[config.mk]
export PLATFORM = sky130hd
export DESIGN_NAME = uart_cmd_xcvr
export DESIGN_NICKNAME = d
export VERILOG_FILES = /design/src/rtl/uart_pkg.sv /design/src/rtl/uart_rx_frame.sv /design/src/rtl/uart_cmd_xcvr.sv
export SDC_FILE = /design/constraint.sdc
export NUM_CORES = 1
export LEC_CHECK = 0
export CAP_MARGIN = 15
export CORE_MARGIN = 4
export CORE_UTILIZATION = 45
export CTS_BUF_LIST = sky130_fd_sc_hd__clkbuf_2
export CTS_CLUSTER_DIAMETER = 60
export DETAILED_ROUTE_END_ITERATION = 8
export MAX_ROUTING_LAYER = met4
export REMOVE_ABC_BUFFERS = 1
export SYNTH_ARGS = -nofsm -noshare
export SYNTH_HDL_FRONTEND = slang
export SYNTH_SLANG_ARGS = --single-unit
[constraint.sdc]
create_clock -name clk -period 5.6 [get_ports clk]
set_input_delay 1.68 -clock clk [delete_from_list [all_inputs] [get_ports clk]]
set_output_delay 1.68 -clock clk [all_outputs]
set_load 0.005 [all_outputs]
[src/rtl/uart_pkg.sv]
// Shared types and constants for the UART command transceiver.
package uart_pkg;

   // Parity selection as carried by the PARITY parameter.
   typedef enum logic [1:0] {
      PAR_NONE = 2'd0,
      PAR_EVEN = 2'd1,
      PAR_ODD  = 2'd2
   } parity_e;

   // Bit positions inside rsp_err.
   localparam int ERR_PAR = 0;
   localparam int ERR_FRM = 1;
   localparam int ERR_TMO = 2;
   localparam int ERR_W   = 3;

   // Main transaction FSM.
   typedef enum logic [2:0] {
      ST_IDLE,
      ST_TX_BYTE,
      ST_RX_WAIT,
      ST_RX_BYTE,
      ST_DONE
   } state_e;

   // Receive-frame FSM.
   typedef enum logic [2:0] {
      RX_IDLE,
      RX_START,
      RX_DATA,
      RX_PAR,
      RX_STOP
   } rx_state_e;

   // Clocks per bit, rounded to nearest.
   function automatic int calc_div(input int clk_freq, input int baud);
      return (clk_freq + baud / 2) / baud;
   endfunction

endpackage

[src/rtl/uart_rx_frame.sv]
// Receive side of one UART frame: synchroniser, start-bit validation and
// mid-bit sampling. Held idle whenever en_i is low.
module uart_rx_frame
   import uart_pkg::*;
#(
   parameter int DIV       = 10,
   parameter int DATA_BITS = 8,
   parameter bit PAR_EN    = 1'b1,
   parameter bit ODD_PAR   = 1'b0,
   parameter int STOP_BITS = 1
) (
   input  logic                 clk,
   input  logic                 rst,
   input  logic                 en_i,
   input  logic                 rx_i,
   output logic                 start_ok_o,
   output logic [DATA_BITS-1:0] byte_o,
   output logic                 byte_vld_o,
   output logic                 par_err_o,
   output logic                 frm_err_o
);

   localparam int TW = $clog2(DIV);
   localparam int IW = $clog2(DATA_BITS + 1);
   localparam logic [TW-1:0] TIM_MAX   = TW'(DIV - 1);
   localparam logic [TW-1:0] TIM_HALF  = TW'(DIV / 2 - 1);
   localparam logic [IW-1:0] DATA_LAST = IW'(DATA_BITS - 1);
   localparam logic [IW-1:0] STOP_LAST = IW'(STOP_BITS - 1);

   logic                 sync1_q, sync2_q, dly_q;
   rx_state_e            st_q;
   logic [TW-1:0]        tim_q;
   logic [IW-1:0]        idx_q;
   logic [DATA_BITS-1:0] sh_q;
   logic [DATA_BITS-1:0] byte_q;
   logic                 start_ok_q, byte_vld_q, par_err_q, frm_err_q;
   logic                 fall;

   assign fall = dly_q & ~sync2_q;

   // Two-flop synchroniser plus a delay flop for falling-edge detection; idle-high after reset.
   always_ff @(posedge clk or posedge rst) begin
      if (rst) begin
         sync1_q <= 1'b1;
         sync2_q <= 1'b1;
         dly_q   <= 1'b1;
      end else begin
         // NOTE: non-blocking so each stage takes the previous stage's old value, forming a real shift chain.
         sync1_q <= rx_i;
         sync2_q <= sync1_q;
         dly_q   <= sync2_q;
      end
   end

   // Frame FSM: validate start at half a bit, then sample each bit at its mid-point.
   always_ff @(posedge clk or posedge rst) begin
      if (rst) begin
         st_q       <= RX_IDLE;
         tim_q      <= '0;
         idx_q      <= '0;
         sh_q       <= '0;
         byte_q     <= '0;
         start_ok_q <= 1'b0;
         byte_vld_q <= 1'b0;
         par_err_q  <= 1'b0;
         frm_err_q  <= 1'b0;
      end else begin
         start_ok_q <= 1'b0;
         byte_vld_q <= 1'b0;
         if (!en_i) begin
            st_q  <= RX_IDLE;
            tim_q <= '0;
            idx_q <= '0;
         end else begin
            case (st_q)
               RX_IDLE: begin
                  if (fall) begin
                     st_q  <= RX_START;
                     tim_q <= '0;
                  end
               end
               RX_START: begin
                  if (tim_q == TIM_HALF) begin
                     tim_q <= '0;
                     if (!sync2_q) begin
                        st_q       <= RX_DATA;
                        idx_q      <= '0;
                        par_err_q  <= 1'b0;
                        frm_err_q  <= 1'b0;
                        start_ok_q <= 1'b1;
                     end else begin
                        // Line went back high: glitch, not a start bit.
                        st_q <= RX_IDLE;
                     end
                  end else begin
                     tim_q <= tim_q + 1'b1;
                  end
               end
               RX_DATA: begin
                  if (tim_q == TIM_MAX) begin
                     tim_q <= '0;
                     sh_q  <= {sync2_q, sh_q[DATA_BITS-1:1]};
                     if (idx_q == DATA_LAST) begin
                        idx_q <= '0;
                        st_q  <= PAR_EN ? RX_PAR : RX_STOP;
                     end else begin
                        idx_q <= idx_q + 1'b1;
                     end
                  end else begin
                     tim_q <= tim_q + 1'b1;
                  end
               end
               RX_PAR: begin
                  if (tim_q == TIM_MAX) begin
                     tim_q     <= '0;
                     par_err_q <= sync2_q ^ (^sh_q) ^ ODD_PAR;
                     st_q      <= RX_STOP;
                  end else begin
                     tim_q <= tim_q + 1'b1;
                  end
               end
               RX_STOP: begin
                  if (tim_q == TIM_MAX) begin
                     tim_q     <= '0;
                     frm_err_q <= frm_err_q | ~sync2_q;
                     if (idx_q == STOP_LAST) begin
                        idx_q      <= '0;
                        byte_q     <= sh_q;
                        byte_vld_q <= 1'b1;
                        st_q       <= RX_IDLE;
                     end else begin
                        idx_q <= idx_q + 1'b1;
                     end
                  end else begin
                     tim_q <= tim_q + 1'b1;
                  end
               end
               default: st_q <= RX_IDLE;
            endcase
         end
      end
   end

   assign start_ok_o = start_ok_q;
   assign byte_o     = byte_q;
   assign byte_vld_o = byte_vld_q;
   assign par_err_o  = par_err_q;
   assign frm_err_o  = frm_err_q;

endmodule

[src/rtl/uart_cmd_xcvr.sv]
// UART command transceiver: sends a CMD_BYTES command MS byte first and, for
// reads, collects RSP_BYTES response bytes into one word with error flags.
module uart_cmd_xcvr
   import uart_pkg::*;
#(
   parameter int CLK_FREQ     = 50_000_000,
   parameter int BAUD         = 115200,
   parameter int DATA_BITS    = 8,
   parameter int PARITY       = 1,
   parameter int STOP_BITS    = 1,
   parameter int CMD_BYTES    = 2,
   parameter int RSP_BYTES    = 1,
   parameter int TIMEOUT_BITS = 64
) (
   input  logic                           clk,
   input  logic                           rst,
   input  logic [CMD_BYTES*DATA_BITS-1:0] cmd_data,
   input  logic                           cmd_vld,
   output logic                           cmd_rdy,
   output logic                           tx,
   input  logic                           rx,
   output logic [RSP_BYTES*DATA_BITS-1:0] rsp_data,
   output logic                           rsp_vld,
   output logic [ERR_W-1:0]               rsp_err,
   output logic                           busy
);

   // DIV must be at least 8 for the half-bit start validation to be meaningful.
   localparam int DIV     = calc_div(CLK_FREQ, BAUD);
   localparam int DW      = DATA_BITS;
   localparam int CW      = CMD_BYTES * DW;
   localparam int RW      = RSP_BYTES * DW;
   localparam bit PAR_EN  = (PARITY != int'(PAR_NONE));
   localparam bit ODD_PAR = (PARITY == int'(PAR_ODD));
   localparam int NBITS   = 1 + DW + (PAR_EN ? 1 : 0) + STOP_BITS;
   localparam int TW      = $clog2(DIV);
   localparam int BW      = $clog2(NBITS);
   localparam int CBW     = $clog2(CMD_BYTES + 1);
   localparam int RBW     = $clog2(RSP_BYTES + 1);
   localparam int TOW     = $clog2(TIMEOUT_BITS * DIV);

   localparam logic [TW-1:0]  TIM_MAX   = TW'(DIV - 1);
   localparam logic [BW-1:0]  BIT_LAST  = BW'(NBITS - 1);
   localparam logic [CBW-1:0] CMD_LAST  = CBW'(CMD_BYTES - 1);
   localparam logic [RBW-1:0] RSP_LAST  = RBW'(RSP_BYTES - 1);
   localparam logic [TOW-1:0] TO_MAX    = TOW'(TIMEOUT_BITS * DIV - 1);

   state_e           state_q;
   logic             cmd_rdy_q, tx_q, rw_q, rsp_vld_q;
   logic [CW-1:0]    cmd_sh_q;
   logic [TW-1:0]    tim_q;
   logic [BW-1:0]    bit_q;
   logic [CBW-1:0]   byte_q;
   logic [RBW-1:0]   rx_cnt_q;
   logic [TOW-1:0]   to_q;
   logic [RW-1:0]    rsp_q;
   logic [ERR_W-1:0] err_q;

   logic             accept, rx_en;
   logic [DW-1:0]    cur_byte;
   logic [NBITS-1:0] tx_frame;
   logic [BW-1:0]    bit_nxt;
   logic             start_ok, byte_vld, par_err, frm_err;
   logic [DW-1:0]    rx_byte;

   assign accept = cmd_vld & cmd_rdy_q;
   assign rx_en  = (state_q == ST_RX_WAIT) || (state_q == ST_RX_BYTE);

   // Full frame of the byte currently at the top of the command shifter.
   always_comb begin
      // NOTE: every output gets a default first so no path leaves a bit unassigned and infers a latch.
      cur_byte    = cmd_sh_q[CW-1 -: DW];
      tx_frame    = '1;
      tx_frame[0] = 1'b0;
      tx_frame[DW:1] = cur_byte;
      if (PAR_EN) tx_frame[DW+1] = (^cur_byte) ^ ODD_PAR;
      bit_nxt     = bit_q + 1'b1;
   end

   uart_rx_frame #(
      .DIV       (DIV),
      .DATA_BITS (DW),
      .PAR_EN    (PAR_EN),
      .ODD_PAR   (ODD_PAR),
      .STOP_BITS (STOP_BITS)
   ) u_rx (
      .clk        (clk),
      .rst        (rst),
      .en_i       (rx_en),
      .rx_i       (rx),
      .start_ok_o (start_ok),
      .byte_o     (rx_byte),
      .byte_vld_o (byte_vld),
      .par_err_o  (par_err),
      .frm_err_o  (frm_err)
   );

   // Main FSM with the TX serialiser, response assembly and registered outputs.
   always_ff @(posedge clk or posedge rst) begin
      if (rst) begin
         state_q   <= ST_IDLE;
         cmd_rdy_q <= 1'b1;
         tx_q      <= 1'b1;
         rw_q      <= 1'b0;
         cmd_sh_q  <= '0;
         tim_q     <= '0;
         bit_q     <= '0;
         byte_q    <= '0;
         rx_cnt_q  <= '0;
         to_q      <= '0;
         rsp_q     <= '0;
         rsp_vld_q <= 1'b0;
         err_q     <= '0;
      end else begin
         rsp_vld_q <= 1'b0;
         if (accept) begin
            // Capture the command and drive its start bit from the next cycle.
            state_q   <= ST_TX_BYTE;
            cmd_rdy_q <= 1'b0;
            cmd_sh_q  <= cmd_data;
            rw_q      <= cmd_data[CW-1];
            tx_q      <= 1'b0;
            tim_q     <= '0;
            bit_q     <= '0;
            byte_q    <= '0;
            rx_cnt_q  <= '0;
            to_q      <= '0;
            rsp_q     <= '0;
            err_q     <= '0;
         end else begin
            case (state_q)
               ST_IDLE: ;
               ST_TX_BYTE: begin
                  if (tim_q == TIM_MAX) begin
                     tim_q <= '0;
                     if (bit_q == BIT_LAST) begin
                        bit_q <= '0;
                        if (byte_q == CMD_LAST) begin
                           byte_q  <= '0;
                           tx_q    <= 1'b1;
                           state_q <= rw_q ? ST_RX_WAIT : ST_DONE;
                        end else begin
                           // Next byte starts immediately, no idle gap.
                           byte_q   <= byte_q + 1'b1;
                           cmd_sh_q <= cmd_sh_q << DW;
                           tx_q     <= 1'b0;
                        end
                     end else begin
                        bit_q <= bit_nxt;
                        tx_q  <= tx_frame[bit_nxt];
                     end
                  end else begin
                     tim_q <= tim_q + 1'b1;
                  end
               end
               ST_RX_WAIT: begin
                  // Timeout takes priority over a start bit seen in the same cycle.
                  if (to_q == TO_MAX) begin
                     to_q           <= '0;
                     err_q[ERR_TMO] <= 1'b1;
                     rsp_vld_q      <= 1'b1;
                     cmd_rdy_q      <= 1'b1;
                     state_q        <= ST_DONE;
                  end else if (start_ok) begin
                     to_q    <= '0;
                     state_q <= ST_RX_BYTE;
                  end else begin
                     to_q <= to_q + 1'b1;
                  end
               end
               ST_RX_BYTE: begin
                  if (byte_vld) begin
                     for (int k = 0; k < RSP_BYTES; k++) begin
                        if (rx_cnt_q == RBW'(k)) rsp_q[RW-1-k*DW -: DW] <= rx_byte;
                     end
                     err_q[ERR_PAR] <= err_q[ERR_PAR] | par_err;
                     err_q[ERR_FRM] <= err_q[ERR_FRM] | frm_err;
                     if (rx_cnt_q == RSP_LAST) begin
                        rx_cnt_q  <= '0;
                        rsp_vld_q <= 1'b1;
                        cmd_rdy_q <= 1'b1;
                        state_q   <= ST_DONE;
                     end else begin
                        rx_cnt_q <= rx_cnt_q + 1'b1;
                        state_q  <= ST_RX_WAIT;
                     end
                  end
               end
               ST_DONE: begin
                  cmd_rdy_q <= 1'b1;
                  state_q   <= ST_IDLE;
               end
               default: state_q <= ST_IDLE;
            endcase
         end
      end
   end

   assign cmd_rdy  = cmd_rdy_q;
   assign busy     = ~cmd_rdy_q;
   assign tx       = tx_q;
   assign rsp_data = rsp_q;
   assign rsp_vld  = rsp_vld_q;
   assign rsp_err  = err_q;

endmodule
==> out/summary.txt <==
Non-Filler Instances = 717
Status = finished clean
Final Hold Vio Count = 0
Worst R2R End = state_q[0]$_DFFE_PP0P_
Setup WS post-layout = 2.13 ns
Routing usage on met1 = 0.237
Post-synth top flop = dfrtp_1
DP Worst Slack = 1.46 ns
Chip height = 117 um
PwrDens = 339 nW/um^2
Critical path endpoint category = flip-flop
WHS Endpoint = u_rx.sync2_q$_DFF_PP1_
DRT iter0 DRCs = 308
Data required time of the worst path = 6.14 ns
Later-pin clock latency in the skew report = 0.59 ns
#FFs+latches synth = 103
Via total after detailed routing = 4120
DPL Wire Length = 7.93 mm
Mapped Area = 5300 um^2
Area Overhead vs Synth = 11.0%
Via density = 5.75
First-pass GRT wire length = 19.0 mm
Post-CTS setup buffers = 0
Cell Rows = 39
Nets = 599
Cts hold-fix bufs = 0
Resized Gates After CTS = 0
Vias in the first global route = 3976
CP max FO = 18
Multi-input gate area = 2540 um^2
Met2 Resource Use GR = 0.288
Area leader, netlist = dfrtp_1
Worst hold path class = flip-flop to flip-flop
Sequential cell area = 2580 um^2
Fmax = 0.288 GHz
Post-synthesis area per instance = 9.81 um^2
Avg WL per Cell = 15.6 um
Initial antenna violation count = 0
Post-synth EDFFs = 0
Setup crit start kind = input port
Count of cell types in the netlist = 65
DRC = 0
CTS Buf Count = 9
Busiest grt layer = met2
Post-route clock skew = 0.0431 ns
Root buf cell = clkbuf_2
Cell Area, Placed = 5750 um^2
FF-to-FF path depth = 6
Clk pin slew, worst setup/hold paths = 0.31 ns
Routed Antenna Nets = 0
Met3 usage = 0.0337
Type of the worst setup path = input port to flip-flop
Worst vdd ir = 0.269 mV
Setup crit start = cmd_vld
Synth top area cells = dfrtp_1 46%, nand2_1 4.9%, mux2_2 3.8%
Overall power = 1.99 mW
Top-Level Pins = 35
Clock Path Buffers = 2
GP Congestion = 0.910
Fin Setup TNS = 0 ns
Die Span X = 117 um
Global Route Usage Sum = 0.180
Port buffer count = 34
Placed cell count = 701
Reg-to-reg critical path startpoint = to_q[0]$_DFFE_PP0P_
Layout Utilization = 0.513
RSZ-0062 raised after global routing = no
Fill cells = 1067
Pleak = 2.59 nW
Overflow after GRT = 0
YS warnings = 0
Final Slew Violations = 0
Fin area = 5880 um^2
Starting Density = 0.462
CTS HTree Levels = 3
N_diodes = 0
Synth Instances = 540
CORE AREA = 11500 um^2
Relative slew slack = 0.304
Largest net degree at the start of global routing = 66
Worst hold slack = 0.376 ns
Endpoints failing setup = 0
Arr. time, crit path = 4.01 ns
Top cell type's share of synthesized area = 0.463
CTS tree = done
Asr flop ratio synth = 1.00
Reg2Reg Setup Slack = 3.10 ns
WHS Path Cells = 0
Fraction of layout cells with a size suffix above 1 = 0.0906
First-pass iteration count of the detailed router = 5
Worst hold start = u_rx.sync1_q$_DFF_PP1_
CTS Sinks = 103
Routed WL = 11.2 mm
Max-capacitance violation count = 0
Worst slew pin tran = 1.04 ns
Fraction of the yosys area taken by sequential cells = 0.488
Min cycle time layout = 3.47 ns
Final period util = 0.620
Die ar. = 13600 um^2
==> worst max path at each step <==
stage                                  end  slack [ns]
global route        state_q[0]$_DFFE_PP0P_        1.98
CTS                    to_q[5]$_DFFE_PP0P_        2.17
global placement    state_q[0]$_DFFE_PP0P_        1.49
finish              state_q[0]$_DFFE_PP0P_        2.13
floorplan             bit_q[0]$_DFFE_PP0P_        1.22
detailed placement  state_q[0]$_DFFE_PP0P_        1.46
==> cells in the mapped netlist (13+ instances only) <==
| cell type | number |
|---|---|
| dfrtp_1 | 98 |
| nand2_1 | 69 |
| nor2_1 | 38 |
| o21ai_0 | 32 |
| a21oi_1 | 26 |
| inv_1 | 22 |
| nand3_1 | 20 |
| xnor2_1 | 20 |
| mux2_2 | 18 |
| a31oi_1 | 16 |
| nor3_1 | 14 |
| a22o_1 | 13 |
| clkbuf_1 | 13 |
==> cells by family (layout without fill, tap and decap cells) <==
logic type,count (synthesis),count (layout),share of synthesized area
AO/OA/AOI/OAI,122,122,0.150
XOR/XNOR,29,29,0.0479
adder cells (fa/ha/maj),10,10,0.0236
buffers and inverters,41,75,0.0321
flip-flops,103,103,0.488
multiplexers,22,22,0.0484
AND/OR/NAND/NOR,213,213,0.210
==> sequential cells by signal, indices dropped and copies added, names as in the netlist, 2 cells and up <==
| signal | cells |
|---|---|
| bit_q | 4 |
| byte_q | 2 |
| cmd_sh_q | 16 |
| rsp_data | 8 |
| rsp_err | 3 |
| state_q | 3 |
| tim_q | 9 |
| to_q | 15 |
| u_rx.byte_o | 8 |
| u_rx.idx_q | 4 |
| u_rx.sh_q | 8 |
| u_rx.st_q | 3 |
| u_rx.tim_q | 9 |
==> layout make-up <==
cell class                      count  area share
Sequential cell                   103       0.439
Multi-Input combinational cell    396       0.433
Timing Repair Buffer               37      0.0617
Tap cell                          143      0.0304
Inverter                           22      0.0145
Clock inverter                      6      0.0128
Clock buffer                       10     0.00851
==> critical path, cell delays in order <==
cell and delay, ns:
clkdlybuf4s50_1 0.51, and2_1 0.58, nor3_1 0.14, o21ai_1 0.57, nand4_1 0.20, mux2_2 0.33
==> cells in the final DEF (no fill, tap or decap), types with 5 or more instances in the layout <==
cell type,netlist,layout
dfrtp_1,98,98
xnor2_1,20,20
a21o_1,6,6
and2_1,5,5
nand2b_1,6,6
clkdlybuf4s50_1,0,34
nand4_1,10,10
mux2_2,18,18
nor3_1,14,14
nor3b_1,7,7
a22o_1,13,13
ha_1,10,10
inv_1,22,21
nand2_1,69,69
and3_1,8,8
nor2b_1,9,9
o21ai_0,32,32
a21oi_1,26,26
xor2_1,9,9
nand3_1,20,20
a31oi_1,16,16
clkbuf_2,1,10
nor2_1,38,38
dfstp_2,5,5
==> layer usage <==
metal  routed length, um  part of all wire
met1                5180              0.46
met2                5370              0.48
met3                 509             0.045
met4                 148             0.013
met5                   0                 0
==> report_power, final <==
group | internal, mW | switching, mW
logic | 0.315 | 0.259
clock network | 0.113 | 0.260
registers | 0.896 | 0.150
No activity file was read; power rests on OpenSTA's default activity.
==> RTL edit 1: new RTL, same settings <==
Change the parameter `CLK_FREQ` from 50_000_000 to 12_500_000.
--- a/src/rtl/uart_cmd_xcvr.sv
+++ b/src/rtl/uart_cmd_xcvr.sv
@@ -3,7 +3,7 @@
 module uart_cmd_xcvr
    import uart_pkg::*;
 #(
-   parameter int CLK_FREQ     = 50_000_000,
+   parameter int CLK_FREQ     = 12_500_000,
    parameter int BAUD         = 115200,
    parameter int DATA_BITS    = 8,
    parameter int PARITY       = 1,
Check against the original RTL: same outputs for any inputs over 10 cycles, from zero or initial values and one cycle with rst high; that may be too few to reach the edited logic, so the function may still have changed.
==> RTL edit 1 against the original RTL <==
- via count shrank 8.2%
- combinational power is 41% lower
- sequential cell count decreased by 6
- routed wire length decreased by 9.8%
- worst setup slack improved by 0.076 ns
- die area fell by 6.3%
- global-route usage down 0.95 points
- total power decreased by 22%
- synthesized area shrank 6.7%
- clock skew is 0.020 ns lower
- cell area shrank 6.4%
==> RTL edit 1: results (changes against the original RTL) <==
status - finished clean (unchanged)
Initial DRC Count - 291 (was 308)
Post-Syn Instances - 516 (was 540)
synth top area cells - dfrtp_1, nand2_1, o21ai_0 (was dfrtp_1, nand2_1, mux2_2)
critical-path maximum fanout - 4 (was 18)
Largest regs - cmd_sh_q (16), to_q (13) (was cmd_sh_q (16), to_q (15))
Clock Latency Late Sink - 0.60 ns
NumNets Final - 572 (was 599)
Reg-to-Reg Start - state_q[1]$_DFFE_PP0P_ (was to_q[0]$_DFFE_PP0P_)
first-pass GRT wire length - 17250 um (was 18980 um)
Post-synth top cells - dfrtp_1, nand2_1, o21ai_0 (was dfrtp_1, nand2_1, nor2_1)
data arrival time of the worst path - 1.72 ns (was 4.01 ns)
critical path's top delay family - flip-flops (was simple AND/OR/NAND/NOR gates)
vias in the first global route - 3560 (was 3976)
Post-DP HPWL - 6979 um (was 7930 um)
Worst-path clk slew - 0.25 ns (was 0.31 ns)
All-Layer GR Usage - 17.01% (was 17.96%)
CTS max path bufs - 2 (unchanged)
Worst Clk Skew - 0.02296 ns (was 0.04307 ns)
Via density - 5.536 (was 5.746)
CP startpoint - cmd_rdy$_DFFE_PP1P_ (was cmd_vld)
total instance count after detailed placement - 667 (was 701)
leakage - 0.002363 uW (was 0.002585 uW)
total CTS buffers - 9 (unchanged)
# resized after CTS - 0 (unchanged)
wire per inst - 14.81 um (was 15.64 um)
largest net degree at the start of global routing - 71 (was 66)
TritonRoute pass-1 iters - 6 (was 5)
sequential-to-total area share from yosys stat - 49.25% (was 48.77%)
synth unique cells - 54 (was 65)
Worst VDD drop - 0.0001382 V (was 0.0002687 V)
CP max-delay cell - dfstp_2 (was and2_1)
Final GP Congestion - 0.8577 (was 0.9096)
Worst path max stage delay - 0.62 ns (was 0.58 ns)
share of layout cells above drive strength 1 - 8.592% (was 9.059%)
level count of the clock H-tree - 3 (unchanged)
Worst-Margin Slew - 0.9280 ns (was 1.044 ns)
==> RTL edit 1: cells by family after synthesis <==
logic type / after synthesis / synth area share, %
compound gates: 129 / 16.28
xor+xnor: 24 / 4.254
fa+ha+maj: 10 / 2.532
flops: 97 / 49.25
mux: 26 / 5.951
simple gates: 192 / 18.59
buf+inv: 38 / 3.140
==> RTL edit 1: final timing paths <==
kind / endpoint / slack (ns) / depth (start not counted)
max in group asynchronous: cmd_rdy$_DFFE_PP1P_ / 3.08 / 3
worst max-delay path: busy / 2.20 / 2
worst min-delay path: u_rx.sync2_q$_DFF_PP1_ / 0.38 / 0
worst max register to register: to_q[9]$_DFFE_PP0P_ / 3.08 / 6
min in group asynchronous: rsp_data[2]$_DFFE_PP0P_ / 1.58 / 2
worst min register to register: u_rx.sync2_q$_DFF_PP1_ / 0.38 / 0
==> RTL edit 1: final cells by class <==
class                   instances  area, sq um
fillers                       951         5007
inverters                      16        62.56
clock inverters                 6        68.82
multi-input cells             381         2354
clock buffers                  10        50.05
well taps                     136        170.2
repair buffers                 37        362.8
flip-flops and latches         97         2434
==> RTL edit 1: metrics by stage <==
| stage | worst slack [ns] | cell area [sq um] |
|---|---|---|
| floorplan | 1.395 | 4846 |
| global placement | 2.167 | 5383 |
| finish | 2.205 | 5502 |
| CTS | 2.172 | 5502 |
| detailed placement | 2.128 | 5383 |
| global route | 2.151 | 5502 |
==> RTL edit 1: layer usage <==
metal / share of wire [%] / global-route usage (%)
met1: 48 / 22.64
met5: 0 / -
met4: 2.3 / 7.692
met2: 45 / 25.24
met3: 4.3 / 3.316
==> RTL edit 1: where the power goes <==
group	internal (uW)	leakage [uW]	switching (uW)	total, uW
logic	169	0.00100	170	338
registers	787	0.00129	84.7	872
clock network	108	0.0000741	246	354
total	1060	0.00236	500	1560
==> RTL edit 2: new RTL, same settings <==
Made on the original files. Reset style: synchronous (`rst`), changed in 3 clocked blocks.
--- a/src/rtl/uart_rx_frame.sv
+++ b/src/rtl/uart_rx_frame.sv
@@ -39,7 +39,7 @@
    assign fall = dly_q & ~sync2_q;
 
    // Two-flop synchroniser plus a delay flop for falling-edge detection; idle-high after reset.
-   always_ff @(posedge clk or posedge rst) begin
+   always_ff @(posedge clk) begin
       if (rst) begin
          sync1_q <= 1'b1;
          sync2_q <= 1'b1;
@@ -53,7 +53,7 @@
    end
 
    // Frame FSM: validate start at half a bit, then sample each bit at its mid-point.
-   always_ff @(posedge clk or posedge rst) begin
+   always_ff @(posedge clk) begin
       if (rst) begin
          st_q       <= RX_IDLE;
          tim_q      <= '0;
--- a/src/rtl/uart_cmd_xcvr.sv
+++ b/src/rtl/uart_cmd_xcvr.sv
@@ -96,7 +96,7 @@
    );
 
    // Main FSM with the TX serialiser, response assembly and registered outputs.
-   always_ff @(posedge clk or posedge rst) begin
+   always_ff @(posedge clk) begin
       if (rst) begin
          state_q   <= ST_IDLE;
          cmd_rdy_q <= 1'b1;
Check against the original RTL: differs if rst is asserted again (counterexample within 4 cycles, from zero or initial values and one cycle with rst high); with rst held inactive, the same outputs for 10 cycles.
==> RTL edit 2 against the original RTL <==
- sequential cell count unchanged
- worst setup slack improved by 0.19 ns
- cell area decreased by 5.2%
- routed wire length decreased by 3.2%
- synthesized area decreased by 5.2%
- clock skew decreased by 0.0073 ns
- critical endpoint is now cmd_rdy
Power is not compared: it rests on default switching activity, and its combinational part moved more than twofold at a synthesized area within 25%.
==> RTL edit 2: results (changes against the original RTL) <==
Worst path max stage delay - 0.54 ns (was 0.58 ns)
fin cells - 748 (was 717)
NumNets Final - 632 (was 599)
Initial DRC Count - 313 (was 308)
Hold Path Depth - 2 (was 0)
asr flop ratio synth - 0% (was 100.0%)
dpl ws - 1.584 ns (was 1.457 ns)
total CTS buffers - 9 (unchanged)
FF-to-FF End - to_q[8]$_SDFFE_PP0N_ (was state_q[0]$_DFFE_PP0P_)
status - finished clean (unchanged)
synth top area cells - dfxtp_1, nand2_1, nor2_1 (was dfrtp_1, nand2_1, mux2_2)
Fill cells - 1069 (was 1067)
CP startpoint - cmd_rdy$_SDFFE_PP1P_ (was cmd_vld)
largest net degree at the start of global routing - 45 (was 66)
Final GP Congestion - 0.8316 (was 0.9096)
Setup crit end - cmd_rdy (was state_q[0]$_DFFE_PP0P_)
Via density - 5.587 (was 5.746)
CP max-delay cell - clkdlybuf4s50_1 (was and2_1)
TritonRoute pass-1 iters - 4 (was 5)
Post-synth top cells - dfxtp_1, nand2_1, nor2_1 (was dfrtp_1, nand2_1, nor2_1)
Post-Synth Adder-Cell Area - 2.492% (was 2.362%)
XOR/XNOR Fraction of Synth Area - 5.482% (was 4.795%)
antenna violations before repair - 1 (was 0)
vias in the first global route - 4004 (was 3976)
flop-to-flop setup slack - 2.98 ns (was 3.10 ns)
Rel. slew slack - 35.53% (was 30.40%)
sequential-to-total area share from yosys stat - 41.07% (was 48.77%)
Hold Path Origin - u_rx.byte_o[2]$_SDFFE_PP0P_ (was u_rx.sync1_q$_DFF_PP1_)
wire per inst - 14.51 um (was 15.64 um)
data arrival time of the worst path - 1.60 ns (was 4.01 ns)
critical path's top delay family - buffers and inverters (was simple AND/OR/NAND/NOR gates)
Worst Clk Skew - 0.03573 ns (was 0.04307 ns)
Synth Area in Compound Gates - 14.50% (was 15.02%)
Hold Path Sink - rsp_data[2]$_SDFFE_PP0P_ (was u_rx.sync2_q$_DFF_PP1_)
critical-path maximum fanout - 5 (was 18)
first-pass GRT wire length - 18660 um (was 18980 um)
total instance count after detailed placement - 730 (was 701)
All-Layer GR Usage - 17.89% (was 17.96%)
Worst-path clk slew - 0.30 ns
Reg-to-Reg Start - state_q[1]$_SDFFE_PP0P_ (was to_q[0]$_DFFE_PP0P_)
share of layout cells above drive strength 1 - 6.919% (was 9.059%)
Avg Cell Area, Syn - 8.583 sq um (was 9.810 sq um)
Post-Place Cell Area - 5399 sq um (was 5754 sq um)
period utilization - 58.61% (was 61.98%)
-- RTL edit 2: through the flow --
stage	utilization, %	hold WS, ns
detailed placement	49.59	0.3976
global route	51.17	0.4708
global placement	49.59	0.3936
finish	51.17	0.4428
CTS	50.90	0.4422
floorplan	-	0.3895
-- RTL edit 2: cells by family after synthesis --
family / after synthesis
and+or+nand+nor: 272
adders and majority gates: 10
buffers and inverters: 44
DFF: 103
AOI/OAI and AO/OA: 106
xor gates and xnor gates: 29
muxes: 21
-- RTL edit 2: per-layer routing --
layer / global-route usage (%) / share of wire (%) / vias up
met3: 3.820 / 4.9 / 9
met4: 5.529 / 1.3 / 0
met1: 23.05 / 48 / 1966
li1: - / - / 2117
met5: - / 0 / -
met2: 28.27 / 46 / 87
-- RTL edit 2: area by class of cell --
type,count,area share [%]
multi-input cells,438,49.49
flip-flops and latches,103,37.01
repair buffers,37,6.872
well taps,140,3.144
clock inverters,7,1.752
inverters,13,0.8758
clock buffers,9,0.8084
diodes,1,0.04491
